`config.mk`:
```
export PLATFORM = sky130hd
export DESIGN_NAME = sc_level_scheduler_flat
export DESIGN_NICKNAME = d
export VERILOG_FILES = /design/src/rtl/sc_level_scheduler_if.sv /design/src/rtl/sc_level_scheduler.sv /design/src/flat_wrapper.sv
export SDC_FILE = /design/constraint.sdc
export NUM_CORES = 1
export LEC_CHECK = 0
export BUFFER_PORTS_ARGS = -buffer_cell sky130_fd_sc_hd__buf_2
export CAP_MARGIN = 40
export CORE_MARGIN = 4
export CORE_UTILIZATION = 30
export DETAILED_ROUTE_END_ITERATION = 10
export HOLD_SLACK_MARGIN = 0.08
export PLACE_DENSITY = 0.53
export SLEW_MARGIN = 20
export SYNTH_ARGS = -nofsm -noshare
export SYNTH_HDL_FRONTEND = slang
export SYNTH_SLANG_ARGS = --single-unit
```
`constraint.sdc`:
```
create_clock -name SC_LEVELSCHED_CLOCK_50 -period 4.92 [get_ports SC_LEVELSCHED_CLOCK_50]
set_clock_uncertainty 0.2 [all_clocks]
set_input_delay 0 -clock SC_LEVELSCHED_CLOCK_50 [delete_from_list [all_inputs] [get_ports SC_LEVELSCHED_CLOCK_50]]
set_output_delay 0 -clock SC_LEVELSCHED_CLOCK_50 [all_outputs]
set_load 0.05 [all_outputs]
```
`src/rtl/sc_level_scheduler_if.sv`:
```
// Button/comparator inputs and game-status outputs of the RoadFighter level scheduler.
// The scheduler uses the slave modport; whatever drives the buttons uses master.
interface sc_level_scheduler_if #(
  parameter int LEVEL_WIDTH = 8
);
  logic                   SC_LEVELSCHED_START_InLow;
  logic                   SC_LEVELSCHED_COLLISION_InHigh;
  logic                   SC_LEVELSCHED_LOAD_Out;
  logic                   SC_LEVELSCHED_CLEAR_Out;
  logic [1:0]             SC_LEVELSCHED_MUXSEL_Out;
  logic [LEVEL_WIDTH-1:0] SC_LEVELSCHED_LEVEL_Out;
  logic [1:0]             SC_LEVELSCHED_LIVES_Out;
  logic [2:0]             SC_LEVELSCHED_STATE_Out;
  logic                   SC_LEVELSCHED_GAMEOVER_Out;
  logic                   SC_LEVELSCHED_WIN_Out;

  modport master (
    output SC_LEVELSCHED_START_InLow, SC_LEVELSCHED_COLLISION_InHigh,
    input  SC_LEVELSCHED_LOAD_Out, SC_LEVELSCHED_CLEAR_Out, SC_LEVELSCHED_MUXSEL_Out,
           SC_LEVELSCHED_LEVEL_Out, SC_LEVELSCHED_LIVES_Out, SC_LEVELSCHED_STATE_Out,
           SC_LEVELSCHED_GAMEOVER_Out, SC_LEVELSCHED_WIN_Out
  );

  modport slave (
    input  SC_LEVELSCHED_START_InLow, SC_LEVELSCHED_COLLISION_InHigh,
    output SC_LEVELSCHED_LOAD_Out, SC_LEVELSCHED_CLEAR_Out, SC_LEVELSCHED_MUXSEL_Out,
           SC_LEVELSCHED_LEVEL_Out, SC_LEVELSCHED_LIVES_Out, SC_LEVELSCHED_STATE_Out,
           SC_LEVELSCHED_GAMEOVER_Out, SC_LEVELSCHED_WIN_Out
  );
endinterface

```
`src/rtl/sc_level_scheduler.sv`:
```
// RoadFighter game-flow controller: start/clear/run sequencing, periodic LOAD strobes,
// level and speed-tier progression, crash timing and lives bookkeeping.
module sc_level_scheduler #(
  parameter int TIMER_WIDTH     = 25,
  parameter int TICK_L1         = 17500000,
  parameter int TICK_L2         = 15000000,
  parameter int TICK_L3         = 12500000,
  parameter int LEVEL_WIDTH     = 8,
  parameter int LV_T1_MAX       = 10,
  parameter int LV_T2_MAX       = 32,
  parameter int LV_MAX          = 59,
  parameter int LOADS_PER_LEVEL = 16,
  parameter int CRASH_CYCLES    = 25000000,
  parameter int LIVES_INIT      = 3
) (
  input  logic SC_LEVELSCHED_CLOCK_50,
  input  logic SC_LEVELSCHED_RESET_InLow,
  sc_level_scheduler_if.slave bus
);

  localparam int LC_W = $clog2(LOADS_PER_LEVEL + 1);
  localparam int CC_W = $clog2(CRASH_CYCLES + 1);

  typedef enum logic [2:0] {
    S_IDLE  = 3'd0,
    S_CLEAR = 3'd1,
    S_RUN   = 3'd2,
    S_CRASH = 3'd3,
    S_LOSE  = 3'd4,
    S_WIN   = 3'd5
  } state_t;

  state_t                 state, state_nxt;
  logic [TIMER_WIDTH-1:0] timer;
  logic [LC_W-1:0]        load_cnt;
  logic [CC_W-1:0]        crash_cnt;
  logic [LEVEL_WIDTH-1:0] level;
  logic [1:0]             lives;
  logic [1:0]             muxsel;
  logic                   load_r, clear_r, gameover_r, win_r;
  logic                   start_h, start_armed;

  logic start_evt, tick_end, level_end, crash_end, at_max;
  logic fire_load, hit;

  function automatic logic [1:0] tier_of(input logic [LEVEL_WIDTH-1:0] lv);
    if (lv <= LEVEL_WIDTH'(LV_T1_MAX))      return 2'd0;
    else if (lv <= LEVEL_WIDTH'(LV_T2_MAX)) return 2'd1;
    else                                    return 2'd2;
  endfunction

  function automatic logic [TIMER_WIDTH-1:0] period_last(input logic [1:0] tier);
    case (tier)
      2'd0:    return TIMER_WIDTH'(TICK_L1 - 1);
      2'd1:    return TIMER_WIDTH'(TICK_L2 - 1);
      default: return TIMER_WIDTH'(TICK_L3 - 1);
    endcase
  endfunction

  // A press only counts once the button has been seen released after reset,
  // so a button held low through reset release never starts a game.
  assign start_evt = start_armed & start_h & ~bus.SC_LEVELSCHED_START_InLow;
  assign tick_end  = (timer == period_last(muxsel));
  assign level_end = (load_cnt == LC_W'(LOADS_PER_LEVEL - 1));
  assign crash_end = (crash_cnt == CC_W'(CRASH_CYCLES - 1));
  assign at_max    = (level == LEVEL_WIDTH'(LV_MAX));

  always_ff @(posedge SC_LEVELSCHED_CLOCK_50 or negedge SC_LEVELSCHED_RESET_InLow) begin
    if (!SC_LEVELSCHED_RESET_InLow) state <= S_IDLE;
    else                            state <= state_nxt;
  end

  always_comb begin
    state_nxt = state;
    fire_load = 1'b0;
    hit       = 1'b0;
    case (state)
      S_IDLE:  if (start_evt) state_nxt = S_CLEAR;
      S_CLEAR: state_nxt = S_RUN;
      S_RUN: begin
        // Collision wins over a coinciding terminal count.
        if (bus.SC_LEVELSCHED_COLLISION_InHigh) begin
          hit       = 1'b1;
          state_nxt = (lives <= 2'd1) ? S_LOSE : S_CRASH;
        end else if (tick_end) begin
          fire_load = 1'b1;
          if (level_end && at_max) state_nxt = S_WIN;
        end
      end
      S_CRASH: if (crash_end) state_nxt = S_CLEAR;
      S_LOSE, S_WIN: if (start_evt) state_nxt = S_IDLE;
      default: state_nxt = S_IDLE;
    endcase
  end

  always_ff @(posedge SC_LEVELSCHED_CLOCK_50 or negedge SC_LEVELSCHED_RESET_InLow) begin
    if (!SC_LEVELSCHED_RESET_InLow) begin
      timer       <= '0;
      load_cnt    <= '0;
      crash_cnt   <= '0;
      level       <= LEVEL_WIDTH'(1);
      lives       <= 2'(LIVES_INIT);
      muxsel      <= 2'd0;
      load_r      <= 1'b0;
      clear_r     <= 1'b0;
      gameover_r  <= 1'b0;
      win_r       <= 1'b0;
      start_h     <= 1'b1;
      start_armed <= 1'b0;
    end else begin
      start_h     <= bus.SC_LEVELSCHED_START_InLow;
      start_armed <= start_armed | bus.SC_LEVELSCHED_START_InLow;
      load_r      <= fire_load;
      clear_r     <= (state_nxt == S_CLEAR);
      gameover_r  <= (state_nxt == S_LOSE) || (state_nxt == S_WIN);
      win_r       <= (state_nxt == S_WIN);
      case (state)
        S_IDLE: begin
          if (start_evt) begin
            level  <= LEVEL_WIDTH'(1);
            lives  <= 2'(LIVES_INIT);
            muxsel <= tier_of(LEVEL_WIDTH'(1));
          end
        end
        S_CLEAR: begin
          timer     <= '0;
          load_cnt  <= '0;
          crash_cnt <= '0;
        end
        S_RUN: begin
          if (hit) begin
            if (lives != 2'd0) lives <= lives - 2'd1;
            timer     <= '0;
            load_cnt  <= '0;
            crash_cnt <= '0;
          end else if (tick_end) begin
            timer <= '0;
            if (level_end) begin
              load_cnt <= '0;
              if (!at_max) begin
                level  <= level + LEVEL_WIDTH'(1);
                muxsel <= tier_of(level + LEVEL_WIDTH'(1));
              end
            end else begin
              load_cnt <= load_cnt + LC_W'(1);
            end
          end else begin
            timer <= timer + TIMER_WIDTH'(1);
          end
        end
        S_CRASH: begin
          timer     <= '0;
          load_cnt  <= '0;
          crash_cnt <= crash_end ? '0 : crash_cnt + CC_W'(1);
        end
        default: ;
      endcase
    end
  end

  assign bus.SC_LEVELSCHED_LOAD_Out     = load_r;
  assign bus.SC_LEVELSCHED_CLEAR_Out    = clear_r;
  assign bus.SC_LEVELSCHED_MUXSEL_Out   = muxsel;
  assign bus.SC_LEVELSCHED_LEVEL_Out    = level;
  assign bus.SC_LEVELSCHED_LIVES_Out    = lives;
  assign bus.SC_LEVELSCHED_STATE_Out    = state;
  assign bus.SC_LEVELSCHED_GAMEOVER_Out = gameover_r;
  assign bus.SC_LEVELSCHED_WIN_Out      = win_r;

endmodule

```
`src/flat_wrapper.sv`:
```
// flat-port wrapper written by rule: the top's interface ports become plain ports
module sc_level_scheduler_flat 
#(
  parameter int TIMER_WIDTH     = 25,
  parameter int TICK_L1         = 17500000,
  parameter int TICK_L2         = 15000000,
  parameter int TICK_L3         = 12500000,
  parameter int LEVEL_WIDTH     = 8,
  parameter int LV_T1_MAX       = 10,
  parameter int LV_T2_MAX       = 32,
  parameter int LV_MAX          = 59,
  parameter int LOADS_PER_LEVEL = 16,
  parameter int CRASH_CYCLES    = 25000000,
  parameter int LIVES_INIT      = 3
)
  (SC_LEVELSCHED_CLOCK_50, SC_LEVELSCHED_RESET_InLow, bus_SC_LEVELSCHED_START_InLow, bus_SC_LEVELSCHED_COLLISION_InHigh, bus_SC_LEVELSCHED_LOAD_Out, bus_SC_LEVELSCHED_CLEAR_Out, bus_SC_LEVELSCHED_MUXSEL_Out, bus_SC_LEVELSCHED_LEVEL_Out, bus_SC_LEVELSCHED_LIVES_Out, bus_SC_LEVELSCHED_STATE_Out, bus_SC_LEVELSCHED_GAMEOVER_Out, bus_SC_LEVELSCHED_WIN_Out);
  sc_level_scheduler_if #(.LEVEL_WIDTH(LEVEL_WIDTH)) bus_i ();
  input  logic SC_LEVELSCHED_CLOCK_50;
  input  logic SC_LEVELSCHED_RESET_InLow;
  input wire logic [$bits(bus_i.SC_LEVELSCHED_START_InLow)-1:0] bus_SC_LEVELSCHED_START_InLow;
  input wire logic [$bits(bus_i.SC_LEVELSCHED_COLLISION_InHigh)-1:0] bus_SC_LEVELSCHED_COLLISION_InHigh;
  output wire logic [$bits(bus_i.SC_LEVELSCHED_LOAD_Out)-1:0] bus_SC_LEVELSCHED_LOAD_Out;
  output wire logic [$bits(bus_i.SC_LEVELSCHED_CLEAR_Out)-1:0] bus_SC_LEVELSCHED_CLEAR_Out;
  output wire logic [$bits(bus_i.SC_LEVELSCHED_MUXSEL_Out)-1:0] bus_SC_LEVELSCHED_MUXSEL_Out;
  output wire logic [$bits(bus_i.SC_LEVELSCHED_LEVEL_Out)-1:0] bus_SC_LEVELSCHED_LEVEL_Out;
  output wire logic [$bits(bus_i.SC_LEVELSCHED_LIVES_Out)-1:0] bus_SC_LEVELSCHED_LIVES_Out;
  output wire logic [$bits(bus_i.SC_LEVELSCHED_STATE_Out)-1:0] bus_SC_LEVELSCHED_STATE_Out;
  output wire logic [$bits(bus_i.SC_LEVELSCHED_GAMEOVER_Out)-1:0] bus_SC_LEVELSCHED_GAMEOVER_Out;
  output wire logic [$bits(bus_i.SC_LEVELSCHED_WIN_Out)-1:0] bus_SC_LEVELSCHED_WIN_Out;
  assign bus_i.SC_LEVELSCHED_START_InLow = bus_SC_LEVELSCHED_START_InLow;
  assign bus_i.SC_LEVELSCHED_COLLISION_InHigh = bus_SC_LEVELSCHED_COLLISION_InHigh;
  assign bus_SC_LEVELSCHED_LOAD_Out = bus_i.SC_LEVELSCHED_LOAD_Out;
  assign bus_SC_LEVELSCHED_CLEAR_Out = bus_i.SC_LEVELSCHED_CLEAR_Out;
  assign bus_SC_LEVELSCHED_MUXSEL_Out = bus_i.SC_LEVELSCHED_MUXSEL_Out;
  assign bus_SC_LEVELSCHED_LEVEL_Out = bus_i.SC_LEVELSCHED_LEVEL_Out;
  assign bus_SC_LEVELSCHED_LIVES_Out = bus_i.SC_LEVELSCHED_LIVES_Out;
  assign bus_SC_LEVELSCHED_STATE_Out = bus_i.SC_LEVELSCHED_STATE_Out;
  assign bus_SC_LEVELSCHED_GAMEOVER_Out = bus_i.SC_LEVELSCHED_GAMEOVER_Out;
  assign bus_SC_LEVELSCHED_WIN_Out = bus_i.SC_LEVELSCHED_WIN_Out;
  sc_level_scheduler #(.TIMER_WIDTH(TIMER_WIDTH), .TICK_L1(TICK_L1), .TICK_L2(TICK_L2), .TICK_L3(TICK_L3), .LEVEL_WIDTH(LEVEL_WIDTH), .LV_T1_MAX(LV_T1_MAX), .LV_T2_MAX(LV_T2_MAX), .LV_MAX(LV_MAX), .LOADS_PER_LEVEL(LOADS_PER_LEVEL), .CRASH_CYCLES(CRASH_CYCLES), .LIVES_INIT(LIVES_INIT)) u_core (.SC_LEVELSCHED_CLOCK_50(SC_LEVELSCHED_CLOCK_50), .SC_LEVELSCHED_RESET_InLow(SC_LEVELSCHED_RESET_InLow), .bus(bus_i));
endmodule
```
==> flow_metrics.env, run 1 <==
export IMPL_crit_type="flop to flop"
export IMPL_final_nets=520
export IMPL_wl_per_cell_um=14.7
export IMPL_area_delta_synth_final_pct=15.0
export IMPL_tns_ns=0
export IMPL_critPathRequiredTime_ns=4.94
export IMPL_slew_violations=0
export IMPL_cp_arrival_ns=3.01
export IMPL_cp_max_fo=27
export IMPL_p_per_area_nw_per_um2=393
export IMPL_synthCells=493
export IMPL_hold_viol=0
export IMPL_first_pass_iters=4
export IMPL_wl_um=10200
export IMPL_synth_net_count=503
export IMPL_diodes=0
export IMPL_dp_hpwl_um=7140
export IMPL_synthArstFlopShare_pct=100
export IMPL_die_width_um=129
export IMPL_cts_tree="done"
export IMPL_drc=0
export IMPL_cts_inserted_buffers=9
export IMPL_yosysWarnings=0
export IMPL_cts_htree_levels=3
export IMPL_avgSynthCellArea_um2=8.93
export IMPL_p_leak_nw=2.08
export IMPL_status="completed"
export IMPL_core_area_um2=14100
export IMPL_hold_buffers=5
export IMPL_place_congestion=0.757
export IMPL_pin_count=23
export IMPL_first_global_vias=3582
export IMPL_grt_setup_unrepaired="false"
export IMPL_cts_setup_buffers=0
export IMPL_grt_ovfl_total=0
export IMPL_grt_pass1_wl_um=18000
export IMPL_cts_sinks=76
export IMPL_cts_buffer_depth=2
export IMPL_drv_cap=0
export IMPL_rows=43
export IMPL_multi_input_area_um2=2330
export IMPL_synthFlopType="dfrtp_1"
export IMPL_ctsResizeCount=0
export IMPL_clk_latency_ns=0.34
export IMPL_drive_gt1_share_pct=12.6
export IMPL_clockRootBuffer="clkbuf_16"
export IMPL_period_share_pct=60.8
export IMPL_seqCellArea_um2=1910
export IMPL_ant_nets=0
export IMPL_grt_antenna_before_repair=0
export IMPL_via_per_inst=5.27
export IMPL_first_iter_violations=199
export IMPL_yosysSeqAreaShare_pct=43.3
export IMPL_num_vias=3663
export IMPL_port_buffers=22
export IMPL_die_area_um2=16700
export IMPL_tightest_slew_ns=0.775
export IMPL_synth_area_um2=4400
export IMPL_p_total_w=0.00199
export IMPL_synth_distinct_cells=62
export IMPL_dieHeight_um=129
export IMPL_path_clk_slew_ns=0.06
export IMPL_final_setup_viol_count=0
export IMPL_grt_max_degree=48
export IMPL_period_needed_ns=2.99
export IMPL_layout_commonest_cell="dfrtp_1"
export IMPL_critPathCaptureType="flop"
export IMPL_fmax_mhz=334
export IMPL_synth_seq_cells=76
export IMPL_start_util_pct=31.2
export IMPL_grt_use_total_pct=13.2
export IMPL_irDropWorstVdd_uv=210
export IMPL_startpoint_type="flop"
export IMPL_synth_edf_count=0
export IMPL_hold_path_class="primary input to flop"
export IMPL_final_cell_mix="dfrtp_1 (72), nand2_1 (61), nor2_1 (51)"
export IMPL_slew_headroom_pct=47.6
export IMPL_fill_cells=1466
==> sequential cells by signal, summed over array words and instances, names as in the netlist <==
name and flops:
u_core.bus.SC_LEVELSCHED_GAMEOVER_Out 1, u_core.bus.SC_LEVELSCHED_STATE_Out 3, u_core.bus.SC_LEVELSCHED_LEVEL_Out 8, u_core.bus.SC_LEVELSCHED_CLEAR_Out 1, u_core.start_armed 1, u_core.timer 25, u_core.start_h 1, u_core.bus.SC_LEVELSCHED_LIVES_Out 2
u_core.crash_cnt 25, u_core.bus.SC_LEVELSCHED_LOAD_Out 1, u_core.load_cnt 5, u_core.bus.SC_LEVELSCHED_WIN_Out 1, u_core.bus.SC_LEVELSCHED_MUXSEL_Out 2
==> synthesized netlist by cell type, types with 3 or more instances <==
library cell   n  area, um2
nand2_1       61        229
a21o_1         6       45.0
nor3_1        16       80.1
a31oi_1        4       25.0
dfstp_2        4        105
and4_1         4       35.0
nor4b_1        4       35.0
nand2b_1       8       50.1
clkbuf_1      10       37.5
inv_1          9       33.8
buf_2          9       45.0
nand3_1       33        165
nor2_1        51        191
o31ai_1        3       22.5
nand4_1       28        175
buf_6          3       33.8
and2_1         7       43.8
mux2i_1        4       40.0
nand3b_1       3       22.5
xor2_1        23        201
and3_1         5       31.3
o21ai_0       17       85.1
nor4_1         6       37.5
or3_1          9       56.3
a21oi_1       21        105
or2_2          5       31.3
xnor2_1        9       78.8
ha_1           6       75.1
clkbuf_2       3       15.0
dfrtp_1       72       1800
o311ai_1       9       78.8
a22o_1         4       35.0
==> report_power, final <==
group / leakage (nW) / switching [W] / internal (W) / total (W)
clock: 0.148 / 0.000262 / 0.000421 / 0.000683
sequential: 1.03 / 0.0000802 / 0.000685 / 0.000766
combinational: 0.902 / 0.000382 / 0.000160 / 0.000542
total: 2.08 / 0.000724 / 0.00127 / 0.00199
==> routing by layer <==
layer  vias up  share of wire, %  global-route usage [%]
met5         -                 0                       0
met4         0               1.6                    5.19
met3        12               3.0                    1.77
met2        60                47                    21.3
met1      1784                49                    17.9
li1       1807                 -                       -
==> cell families after synthesis <==
group	Yosys count	synth area share, %
AO/OA/AOI/OAI	81	12.8
XOR/XNOR	32	6.37
adder cells (fa/ha/maj)	6	1.71
buffers and inverters	35	3.84
flip-flops	76	43.3
multiplexers	6	1.42
AND/OR/NAND/NOR	257	30.6
==> critical path, stage by stage (launching register included) <==
cell      delay (ns)
dfrtp_1         0.58
nor4b_2         0.47
buf_4           0.42
nand3b_1        0.18
nor4_2          0.48
nor2_1          0.25
a22o_1          0.29
==> cell type report <==
cell class	instances	share of cell area (%)
sequential	76	37.7
inverter	9	0.667
multi-input combinational	382	46.1
clock buffer	11	4.99
clock inverter	5	1.16
tap	180	4.45
timing repair buffer	32	4.94
==> final timing paths <==
| path | from | endpoint | slack [ns] | depth (start not counted) |
|---|---|---|---|---|
| worst max-delay path | u_core.bus.SC_LEVELSCHED_STATE_Out[1] | u_core.bus.SC_LEVELSCHED_LEVEL_Out[4] | 1.93 | 6 |
| worst min-delay path | bus_SC_LEVELSCHED_START_InLow | u_core.start_h | 0.14 | 2 |
| worst max register to register | u_core.bus.SC_LEVELSCHED_STATE_Out[1] | u_core.bus.SC_LEVELSCHED_LEVEL_Out[4] | 1.93 | 6 |
| worst min register to register | u_core.start_armed | u_core.start_armed | 0.27 | 1 |
| max in group asynchronous | SC_LEVELSCHED_RESET_InLow | u_core.timer[12] | 3.70 | 4 |
| min in group asynchronous | SC_LEVELSCHED_RESET_InLow | u_core.start_h | 0.56 | 3 |
==> metrics by stage <==
stage          instances  cell area [um2]  hold slack, ns  setup WS (ns)  util (%)
3_3_place_gp         672             4640         -0.0794           1.86      32.9
6_report             695             5060           0.137           1.93      35.9
4_1_cts              695             5060           0.122           1.92      35.9
2_1_floorplan        493             4400          -0.496           2.14         -
5_1_grt              695             5060           0.147           1.73      35.9
3_5_place_dp         674             4690          -0.227           1.94      33.3
No activity file was read; power rests on OpenSTA's default activity.
==> run 2, diff against run 1 <==
- PLACE_DENSITY: 0.53 -> 0.55
- clock period: 4.92 -> 2.6 ns (I/O delays scaled with it)
==> flow_metrics.env, run 2 (same netlist as run 1, synthesis figures left out) <==
export IMPL_status="completed"
export IMPL_rows=43
export IMPL_startpoint_type="flop"
export IMPL_irDropWorstVdd_uv=402
export IMPL_drv_cap=0
export IMPL_core_area_um2=14100
export IMPL_crit_type="flop to flop"
export IMPL_cp_max_fo=7
export IMPL_slew_headroom_pct=67.0
export IMPL_final_cell_area_um2=5380
export IMPL_die_area_um2=16700
export IMPL_period_share_pct=96.4
export IMPL_cts_buffer_depth=2
export IMPL_clk_latency_ns=0.34
export IMPL_ff2ff_path_depth=5
export IMPL_cts_setup_buffers=0
export IMPL_worstReg2RegStart="u_core.timer[15]"
export IMPL_grt_use_total_pct=14.0
export IMPL_whs_ns=0.121
export IMPL_dp_hpwl_um=7710
export IMPL_fill_cells=1421
export IMPL_die_width_um=129
export IMPL_slew_violations=0
export IMPL_first_global_vias=3763
export IMPL_final_cell_mix="dfrtp_1 (70), nand2_1 (61), nor2_1 (51)"
export IMPL_cp_arrival_ns=2.52
export IMPL_clockRootBuffer="clkbuf_16"
export IMPL_cts_sinks=76
export IMPL_tightest_slew_ns=0.490
export IMPL_place_area_um2=4970
export IMPL_drc=0
export IMPL_dieHeight_um=129
export IMPL_critPathRequiredTime_ns=2.62
export IMPL_place_congestion=0.849
export IMPL_first_pass_iters=5
export IMPL_num_vias=3895
export IMPL_hold_path_startpoint="bus_SC_LEVELSCHED_START_InLow"
export IMPL_hold_viol=0
export IMPL_p_total_w=0.00384
export IMPL_grt_max_degree=37
export IMPL_path_clk_slew_ns=0.06
export IMPL_diodes=0
export IMPL_final_util_pct=38.2
export IMPL_fmax_mhz=399
export IMPL_period_needed_ns=2.51
export IMPL_via_per_inst=5.30
export IMPL_startpoint="u_core.timer[15]"
export IMPL_port_buffers=22
export IMPL_final_setup_viol_count=0
export IMPL_seqCellArea_um2=1910
export IMPL_cts_tree="done"
export IMPL_final_nets=560
export IMPL_first_iter_violations=285
export IMPL_grt_antenna_before_repair=0
export IMPL_p_leak_nw=2.29
export IMPL_hold_path_class="primary input to flop"
export IMPL_drive_gt1_share_pct=20.4
export IMPL_start_util_pct=31.2
export IMPL_wl_um=11000
export IMPL_pin_count=23
export IMPL_grt_ovfl_total=0
export IMPL_ant_nets=0
export IMPL_area_delta_synth_final_pct=22.2
export IMPL_cts_htree_levels=3
export IMPL_multi_input_area_um2=2390
export IMPL_grt_pass1_wl_um=18600
export IMPL_critPathCaptureType="flop"
export IMPL_tns_ns=0
export IMPL_hold_depth=2
export IMPL_layout_commonest_cell="dfrtp_1"
export IMPL_p_per_area_nw_per_um2=713
export IMPL_cts_inserted_buffers=9
export IMPL_wl_per_cell_um=14.9
-- run 2: cell types whose count changed in the layout (fill, tap and decap cells not counted), sizes merged --
cell / change
buf: +40
clkbuf: -1
inv: +1
-- run 2: final timing paths --
check / slack, ns / end
worst max-delay path: 0.09 / u_core.load_cnt[0]
worst min-delay path: 0.12 / u_core.start_h
worst max register to register: 0.09 / u_core.load_cnt[0]
worst min register to register: 0.27 / u_core.start_armed
max in group asynchronous: 1.30 / u_core.crash_cnt[1]
min in group asynchronous: 0.56 / u_core.start_h
-- run 2: metal layers --
metal	part of all wire, %	GRT usage, %	vias up
li1	-	-	1899
met1	48	19.1	1883
met2	46	21.6	95
met3	3.7	2.51	18
met4	2.5	6.36	0
met5	0	0	-
-- run 2: cell type report --
cell class,instances,area share [%]
clock inverters,6,1.33
well taps,180,4.19
inverters,9,0.628
clock buffers,10,4.26
repair buffers,72,9.72
flip-flops and latches,76,35.5
multi-input cells,382,44.4
-- run 2: where the power goes --
part / switching, W / internal (W) / total (W)
Combinational: 0.000792 / 0.000374 / 0.00117
Sequential: 0.0000956 / 0.00130 / 0.00139
Clock: 0.000524 / 0.000752 / 0.00128
Total: 0.00141 / 0.00242 / 0.00384
-- run 2: stage by stage --
step / std cells / worst slack [ns]
finish: 735 / 0.0933
global route: 735 / -0.0154
CTS: 735 / -0.0136
detailed placement: 714 / -0.120
global placement: 714 / -0.0592
floorplan: 493 / 0.00428
-- run 2: critical path, cell delays in order (launching register included) --
cell and delay (ns):
dfrtp_1 0.40, nor4bb_1 0.46, a31oi_1 0.27, or3b_4 0.51, a21oi_4 0.20, mux2_1 0.35
-- run 2: timing repair --
action                                 CTS  global route
cloned                                   0             0
setup endpoints to repair                9            35
endpoints found under the hold margin   90             0
hold buffers                             5             0
resized for setup                        1             7
==> run 3, diff against run 2 <==
- RECOVER_POWER: default -> 50
==> flow_metrics.env, run 3 (same netlist as run 1, synthesis figures left out) <==
export IMPL_die_area_um2=16700
export IMPL_startpoint_type="flop"
export IMPL_seqCellArea_um2=1910
export IMPL_drive_gt1_share_pct=16.8
export IMPL_core_area_um2=14100
export IMPL_hold_path_class="primary input to flop"
export IMPL_start_util_pct=31.2
export IMPL_p_leak_nw=2.21
export IMPL_clk_latency_ns=0.34
export IMPL_slew_headroom_pct=34.5
export IMPL_cts_tree="done"
export IMPL_p_per_area_nw_per_um2=717
export IMPL_final_cell_area_um2=5330
export IMPL_fill_cells=1436
export IMPL_final_setup_viol_count=0
export IMPL_pin_count=23
export IMPL_first_pass_iters=6
export IMPL_diodes=0
export IMPL_dp_slack_ns=-0.120
export IMPL_period_needed_ns=2.49
export IMPL_tightest_slew_ns=0.982
export IMPL_slew_violations=0
export IMPL_wl_per_cell_um=14.9
export IMPL_cts_sinks=76
export IMPL_cts_inserted_buffers=9
export IMPL_cp_arrival_ns=2.51
export IMPL_first_global_vias=3763
export IMPL_worst_slack_ns=0.109
export IMPL_final_cell_mix="dfrtp_1 (70), nand2_1 (61), nor2_1 (51)"
export IMPL_path_clk_slew_ns=0.06
export IMPL_hold_viol=0
export IMPL_crit_type="flop to flop"
export IMPL_cts_buffer_depth=2
export IMPL_port_buffers=22
export IMPL_final_nets=560
export IMPL_grt_use_total_pct=14.0
export IMPL_wl_um=11000
export IMPL_ant_nets=0
export IMPL_drc=0
export IMPL_first_iter_violations=280
export IMPL_die_width_um=129
export IMPL_period_share_pct=95.8
export IMPL_dp_hpwl_um=7710
export IMPL_critPathRequiredTime_ns=2.62
export IMPL_layout_commonest_cell="dfrtp_1"
export IMPL_cts_htree_levels=3
export IMPL_area_delta_synth_final_pct=21.2
export IMPL_grt_ovfl_total=0
export IMPL_critPathCaptureType="flop"
export IMPL_drv_cap=0
export IMPL_grt_pass1_wl_um=18600
export IMPL_clockRootBuffer="clkbuf_16"
export IMPL_status="completed"
export IMPL_grt_antenna_before_repair=0
export IMPL_irDropWorstVdd_uv=398
export IMPL_dieHeight_um=129
export IMPL_whs_ns=0.112
export IMPL_multi_input_area_um2=2390
export IMPL_num_vias=3874
export IMPL_fmax_mhz=401
export IMPL_rows=43
export IMPL_via_per_inst=5.27
export IMPL_grt_max_degree=37
export IMPL_cp_max_fo=8
export IMPL_place_congestion=0.849
export IMPL_place_area_um2=4970
[run 3: cell types whose count changed in the layout (fill, tap and decap cells not counted)]
cell	change
buf_2	-18
buf_12	-1
clkbuf_2	+2
buf_4	-3
clkbuf_1	+20
[run 3: worst paths after layout]
path | start | end | slack (ns) | depth (start not counted)
worst max-delay path | u_core.bus.SC_LEVELSCHED_MUXSEL_Out[1] | u_core.load_cnt[0] | 0.11 | 6
worst max register to register | u_core.bus.SC_LEVELSCHED_MUXSEL_Out[1] | u_core.load_cnt[0] | 0.11 | 6
worst min register to register | u_core.start_armed | u_core.start_armed | 0.27 | 1
min in group asynchronous | SC_LEVELSCHED_RESET_InLow | u_core.start_h | 0.80 | 3
max in group asynchronous | SC_LEVELSCHED_RESET_InLow | u_core.crash_cnt[9] | 0.40 | 4
worst min-delay path | bus_SC_LEVELSCHED_START_InLow | u_core.start_h | 0.11 | 2
[run 3: metal layers]
layer / routed length, um / GRT usage (%)
met1: 5200 / 19.1
met2: 5050 / 21.6
met3: 440 / 2.51
met4: 274 / 6.36
met5: 0 / 0
[run 3: layout make-up]
cell class / instances / share of cell area (%)
clock inverter: 6 / 1.34
multi-input combinational: 382 / 44.8
sequential: 76 / 35.8
timing repair buffer: 72 / 8.92
tap: 180 / 4.22
inverter: 9 / 0.634
clock buffer: 10 / 4.29
[run 3: critical path, cell delays in order (launching register included)]
cell     delay [ns]
dfrtp_2        0.47
nor2b_4        0.06
or4_1          0.45
mux2i_1        0.17
or3b_4         0.48
a21oi_4        0.20
mux2_1         0.35
[run 3: per-stage QoR]
step                utilization (%)  std cells  TNS [ns]  total power, W
global placement               35.3        714    -0.271         0.00255
global route                   37.8        735   -0.0204         0.00403
CTS                            37.9        735   -0.0237         0.00387
finish                         37.8        735         0         0.00382
floorplan                         -        493         0         0.00220
detailed placement             35.3        714    -0.666         0.00257
[run 3: what timing repair did]
item | in CTS | in global routing
gates resized for setup | 1 | 7
endpoints found under the setup margin | 9 | 35
endpoints found under the hold margin | 90 | 0
hold buffers | 5 | 0
buffers inserted | 0 | 0
pin swaps | 0 | 0
[run 3: where the power goes]
group / internal, W / switching (W) / total [W] / leakage [nW]
combinational: 0.000358 / 0.000792 / 0.00115 / 1.04
clock: 0.000752 / 0.000525 / 0.00128 / 0.140
sequential: 0.00130 / 0.0000969 / 0.00139 / 1.03
